==> config.mk <==
export PLATFORM = sky130hd
export DESIGN_NAME = sv_bus_mux_demux_arb
export DESIGN_NICKNAME = d
export VERILOG_FILES = /design/src/rtl/sv_bus_mux_demux_arb_pkg.sv /design/src/rtl/sv_bus_mux_demux_rr.sv /design/src/rtl/sv_bus_mux_demux_arb.sv
export SDC_FILE = /design/constraint.sdc
export NUM_CORES = 1
export LEC_CHECK = 0
export CORE_MARGIN = 2
export CORE_UTILIZATION = 30
export CTS_CLUSTER_SIZE = 24
export DETAILED_ROUTE_END_ITERATION = 10
export GPL_TIMING_DRIVEN = 1
export HOLD_SLACK_MARGIN = 0.08
export PLACE_DENSITY = 0.75
export SLEW_MARGIN = 20
export SYNTH_ARGS = -nofsm -noshare
export SYNTH_HDL_FRONTEND = slang
export SYNTH_SLANG_ARGS = --single-unit
==> constraint.sdc <==
create_clock -name clk -period 1.7 [get_ports clk]
set_input_delay 0.34 -clock clk [delete_from_list [all_inputs] [get_ports clk]]
set_output_delay 0.34 -clock clk [all_outputs]
set_load 0.01 [all_outputs]
==> src/rtl/sv_bus_mux_demux_arb_pkg.sv <==
// Shared constants for the byte-stream arbiter and the stream-to-bus demux.
package sv_bus_mux_demux_arb_pkg;

    localparam int unsigned STR_PKT_LEN = 8;
    localparam int unsigned BYTE_W      = 8;

endpackage

==> src/rtl/sv_bus_mux_demux_rr.sv <==
// Combinational round-robin picker: first requester strictly after ptr, wrapping.
module sv_bus_mux_demux_rr #(
    parameter int unsigned N  = 4,
    parameter int unsigned IW = $clog2(N)
) (
    input  logic [N-1:0]  req,
    input  logic [IW-1:0] ptr,
    output logic          any,
    output logic [IW-1:0] idx
);

    logic          hi_hit;
    logic          lo_hit;
    logic [IW-1:0] hi_idx;
    logic [IW-1:0] lo_idx;

    // Split search: above ptr takes priority, otherwise wrap to the lowest requester.
    always_comb begin
        hi_hit = 1'b0;
        lo_hit = 1'b0;
        hi_idx = '0;
        lo_idx = '0;
        for (int unsigned i = 0; i < N; i++) begin
            if (req[i] && (i > 32'(ptr)) && !hi_hit) begin
                hi_hit = 1'b1;
                hi_idx = IW'(i);
            end
            if (req[i] && (i <= 32'(ptr)) && !lo_hit) begin
                lo_hit = 1'b1;
                lo_idx = IW'(i);
            end
        end
        any = hi_hit | lo_hit;
        idx = hi_hit ? hi_idx : lo_idx;
    end

endmodule

==> src/rtl/sv_bus_mux_demux_arb.sv <==
// Packet-locked round-robin arbiter merging N byte streams into one demux stream.
module sv_bus_mux_demux_arb
    import sv_bus_mux_demux_arb_pkg::*;
#(
    parameter int unsigned N       = 4,
    parameter int unsigned PKT_LEN = STR_PKT_LEN,
    localparam int unsigned IW     = $clog2(N)
) (
    input  logic                  clk,
    input  logic                  rst_n,
    input  logic [N-1:0]          src_vld,
    input  logic [N*BYTE_W-1:0]   src_bus,
    output logic [N-1:0]          src_rdy,
    output logic                  str_vld,
    output logic [BYTE_W-1:0]     str_bus,
    input  logic                  str_rdy,
    output logic                  gnt_vld,
    output logic [IW-1:0]         gnt_idx
);

    localparam int unsigned CW = $clog2(PKT_LEN);

    typedef enum logic {
        IDLE,
        BUSY
    } state_t;

    state_t            state_q, state_d;
    logic [CW-1:0]     cnt_q, cnt_d;
    logic [IW-1:0]     ptr_q, ptr_d;
    logic [IW-1:0]     idx_q, idx_d;
    logic              pick_any;
    logic [IW-1:0]     pick_idx;
    logic [BYTE_W-1:0] src_byte [N];
    logic              xfer;

    sv_bus_mux_demux_rr #(
        .N  (N),
        .IW (IW)
    ) u_rr (
        .req (src_vld),
        .ptr (ptr_q),
        .any (pick_any),
        .idx (pick_idx)
    );

    always_comb begin
        for (int unsigned i = 0; i < N; i++) begin
            src_byte[i] = src_bus[BYTE_W*i +: BYTE_W];
        end
    end

    always_ff @(posedge clk or negedge rst_n) begin
        if (!rst_n) begin
            state_q <= IDLE;
            cnt_q   <= '0;
            ptr_q   <= IW'(N - 1);
            idx_q   <= '0;
        end else begin
            state_q <= state_d;
            cnt_q   <= cnt_d;
            ptr_q   <= ptr_d;
            idx_q   <= idx_d;
        end
    end

    always_comb begin
        state_d = state_q;
        cnt_d   = cnt_q;
        ptr_d   = ptr_q;
        idx_d   = idx_q;
        str_vld = 1'b0;
        str_bus = '0;
        src_rdy = '0;
        xfer    = 1'b0;
        unique case (state_q)
            IDLE: begin
                if (pick_any) begin
                    idx_d   = pick_idx;
                    state_d = BUSY;
                end
            end
            BUSY: begin
                str_vld        = src_vld[idx_q];
                str_bus        = src_byte[idx_q];
                src_rdy[idx_q] = str_rdy;
                xfer           = str_vld & str_rdy;
                if (xfer) begin
                    // Counter width is log2(PKT_LEN), so the last transfer wraps it to 0.
                    cnt_d = cnt_q + 1'b1;
                    if (cnt_q == CW'(PKT_LEN - 1)) begin
                        ptr_d   = idx_q;
                        state_d = IDLE;
                    end
                end
            end
            default: state_d = IDLE;
        endcase
    end

    assign gnt_vld = (state_q == BUSY);
    assign gnt_idx = idx_q;

endmodule

==> flow_metrics.env <==
export IMPL_run_status="finished, violations left"
export IMPL_failed_checks="setup timing"
export IMPL_critical_path_maximum_fanout=5
export IMPL_clock_path_buffers=2
export IMPL_grt_pass1_vias=886
export IMPL_adder_cell_share_of_the_synthesized_area_pct=3.41
export IMPL_maxClockFrequency_mhz=509
export IMPL_drt_first_iter_violations=5
export IMPL_max_vdd_ir_drop_v=0.00100
export IMPL_startpoint_type="flip-flop"
export IMPL_power_density_nw_per_um2=1410
export IMPL_grt_antenna_before_repair=0
export IMPL_drtAntennaViolNets=0
export IMPL_synth_warnings=0
export IMPL_worst_slew_pin_transition_ns=0.383
export IMPL_critPathRequiredTime_ns=1.36
export IMPL_numClockSinks=8
export IMPL_total_via_count_after_detailed_routing=844
export IMPL_yosys_register_bits=8
export IMPL_gr_total_overflow=0
export IMPL_die_outline_area_sq_um=2860
export IMPL_min_period_over_period_pct=116
export IMPL_worst_hold_path_type="primary input to async pin"
export IMPL_clk_pin_slew_worst_paths_ns=0.06
export IMPL_setup_viol_count_final=14
export IMPL_largest_family_of_logic_cells_by_synthesized_area="multiplexers"
export IMPL_drt_pass1_iterations=4
export IMPL_reg2regPathDepth=6
export IMPL_timing_critical_path_slowest_cell_delay_ns=0.50
export IMPL_drt_wl_total_um=2720
export IMPL_detail_route_vias_per_cell=4.99
export IMPL_nets=183
export IMPL_crit_path_cell_trace="buf_12, mux4_2, and2_4, buf_6"
export IMPL_fill_cells=178
export IMPL_tritoncts_clock_tree="done"
export IMPL_cpMaxStageDelayCell="dfrtp_4"
export IMPL_gp_routability_congestion=0.739
export IMPL_cts_hold_buffers=0
export IMPL_final_min_clock_period_ns=1.96
export IMPL_place_port_buffers=54
export IMPL_num_antenna_cells=0
export IMPL_critical_path_class="flip-flop to primary output"
export IMPL_flow_area_growth_from_synthesis_pct=103
export IMPL_timing_reg2reg_setup_slack_ns=-0.22
export IMPL_synth_area_top_cells="mux4_2, dfrtp_1, and2_1"
export IMPL_grt_first_pass_wirelength_um=3970
export IMPL_worstSetupStartpoint="gnt_idx[0]$_DFFE_PN0P_"
export IMPL_detailedPlacementHpwl_um=2110
export IMPL_post_synth_inst_count=67
export IMPL_timing_rr_end="cnt_q[1]$_DFFE_PN0P_"
export IMPL_mappedNetlistArea_sq_um=734
export IMPL_final_seq_area_sq_um=206
export IMPL_drt_drc_violations_left=0
export IMPL_maxSlewHeadroom_pct=74.2
export IMPL_cts_root_buffer_cell="clkbuf_4"
export IMPL_cp_endpoint="str_vld"
export IMPL_yosys_area_share_simple_pct=19.4
export IMPL_power_static_leakage_nw=0.632
export IMPL_placeableCoreArea_sq_um=2250
export IMPL_post_route_util_pct=66.1
export IMPL_syn_area_per_cell_sq_um=11.0
export IMPL_hold_viol_final=0
export IMPL_synth_area_leader_cell="mux4_2"
export IMPL_grt_max_degree=10
export IMPL_cp_data_arrival_time_ns=1.62
export IMPL_design_power_total_mw=2.10
export IMPL_multi_input_area_sq_um=542
export IMPL_cts_htree_levels=1
export IMPL_synth_mux_area_share_pct=35.1
export IMPL_grt_setup_unrepaired="yes"
export IMPL_cap_viol_max_count=0
export IMPL_clock_insertion_delay_worst_skew_ns=0.25
export IMPL_drv_slew=0
export IMPL_mappedNetlistNets=108
export IMPL_regToRegStartpoint="gnt_idx[0]$_DFFE_PN0P_"
export IMPL_initial_core_util_pct=32.6
export IMPL_die_h_um=53.5
export IMPL_critPathCaptureType="primary output"
export IMPL_fraction_of_layout_cells_with_a_size_suffix_above_1_pct=44.0
export IMPL_row_count=17
export IMPL_synth_top_area_share_pct=21.5
export IMPL_synth_compound_area_share_pct=9.54
export IMPL_grt_use_total_pct=19.5
export IMPL_i_o_pins=55
export IMPL_yosys_area_share_xor_xnor_pct=1.19
export IMPL_synth_lib_cells_used_distinct=30
export IMPL_cts_buffers_inserted=3
export IMPL_die_width_um=53.5
export IMPL_wl_per_cell_um=16.1
export IMPL_clock_skew_ns=0.00802
export IMPL_synth_yosys_seq_area_share_pct=27.6
export IMPL_fin_ws_ns=-0.264
==> cell usage after synthesis, drive strengths merged <==
master  number
a21boi       1
inv          3
nor3         2
mux2i        1
nor4         1
dfstp        2
mux4         9
and2         9
mux2         3
o21a         1
o31ai        1
nor2b        1
o21ai        3
nand2        3
a31oi        1
nand2b       1
nor2         5
nand3        2
a22oi        1
clkbuf       3
o22a         1
ha           2
nand4        1
a21oi        2
xnor2        1
dfrtp        6
buf          1
==> state kept, by name, summed over array words and instances, names as in the netlist <==
| name | flops |
|---|---|
| cnt_q | 3 |
| gnt_idx | 2 |
| gnt_vld | 1 |
| ptr_q | 2 |
==> logic make-up after synthesis <==
kind of cell	count (synthesis)
multiplexers	13
XOR/XNOR	1
AO/OA/AOI/OAI	11
flip-flops	8
AND/OR/NAND/NOR	25
adder cells (fa/ha/maj)	2
buffers and inverters	7
==> worst max-delay path, delay by kind of cell (launching register included) <==
family                 cells  cell delay, ns
buffers and inverters      2            0.26
flip-flops                 1            0.50
multiplexers               1            0.45
AND/OR/NAND/NOR            1            0.16
==> metrics by stage <==
step | cells | setup WS (ns) | cell area [sq um] | hold slack (ns) | setup TNS [ns]
5_1_grt | 169 | -0.328 | 1490 | 0.368 | -3.57
2_1_floorplan | 67 | 0.0562 | 738 | 0.0444 | 0
3_3_place_gp | 159 | -0.543 | 1400 | 0.474 | -6.28
6_report | 169 | -0.264 | 1490 | 0.369 | -2.71
3_5_place_dp | 159 | -0.557 | 1400 | 0.490 | -6.68
4_1_cts | 168 | -0.272 | 1440 | 0.370 | -2.45
==> area by class of cell <==
class	count	share of cell area [%]
inverters	3	0.924
repair buffers	74	44.8
multi-input cells	52	36.4
well taps	28	2.35
flip-flops and latches	8	13.9
clock buffers	4	1.76
==> power breakdown <==
| group | total, mW | switching [mW] | leakage [nW] | internal, mW |
|---|---|---|---|---|
| clock | 0.155 | 0.0654 | 0.0150 | 0.0898 |
| sequential | 0.392 | 0.0900 | 0.0876 | 0.302 |
| combinational | 1.55 | 0.602 | 0.529 | 0.947 |
| total | 2.10 | 0.758 | 0.632 | 1.34 |
==> worst min path at each step <==
| stage | from | end | slack, ns | cells after the start |
|---|---|---|---|---|
| 2_1_floorplan | rst_n | cnt_q[0]$_DFFE_PN0P_ | 0.04 | 0 |
| 3_3_place_gp | cnt_q[0]$_DFFE_PN0P_ | cnt_q[0]$_DFFE_PN0P_ | 0.47 | 1 |
| 3_5_place_dp | cnt_q[0]$_DFFE_PN0P_ | cnt_q[0]$_DFFE_PN0P_ | 0.49 | 1 |
| 4_1_cts | rst_n | gnt_idx[0]$_DFFE_PN0P_ | 0.37 | 1 |
| 5_1_grt | rst_n | gnt_vld$_DFF_PN0_ | 0.37 | 1 |
| 6_report | rst_n | gnt_idx[1]$_DFFE_PN0P_ | 0.37 | 1 |
==> what timing repair did <==
item | 4_1_cts | 5_1_grt
endpoints found under the setup margin | 21 | 19
buffers inserted | 5 | 2
pin swaps | 7 | 1
resized for setup | 60 | 20
==> placed cells by master, fill, tap and decap left out, types with 2 or more instances in the layout <==
cell type | Yosys | layout
clkbuf_4 | 0 | 3
clkdlybuf4s50_1 | 0 | 39
buf_2 | 1 | 9
nor2_1 | 5 | 4
mux4_2 | 7 | 9
and2_4 | 0 | 3
mux2_4 | 1 | 2
ha_1 | 2 | 2
buf_6 | 0 | 5
dfrtp_1 | 6 | 5
o21ai_0 | 3 | 2
inv_1 | 3 | 2
buf_4 | 0 | 17
and2_1 | 9 | 6
a21oi_1 | 2 | 2
nand2_1 | 3 | 2
dfstp_2 | 2 | 2
==> per-layer routing <==
metal | wire [um] | global-route usage [%] | vias to the layer above
met5 | 0 | 0 | -
met2 | 1290 | 34.2 | 44
met4 | 37 | 7.26 | 0
li1 | - | - | 399
met1 | 990 | 19.7 | 397
met3 | 399 | 9.32 | 4
Power figures use the tool's default switching activity.
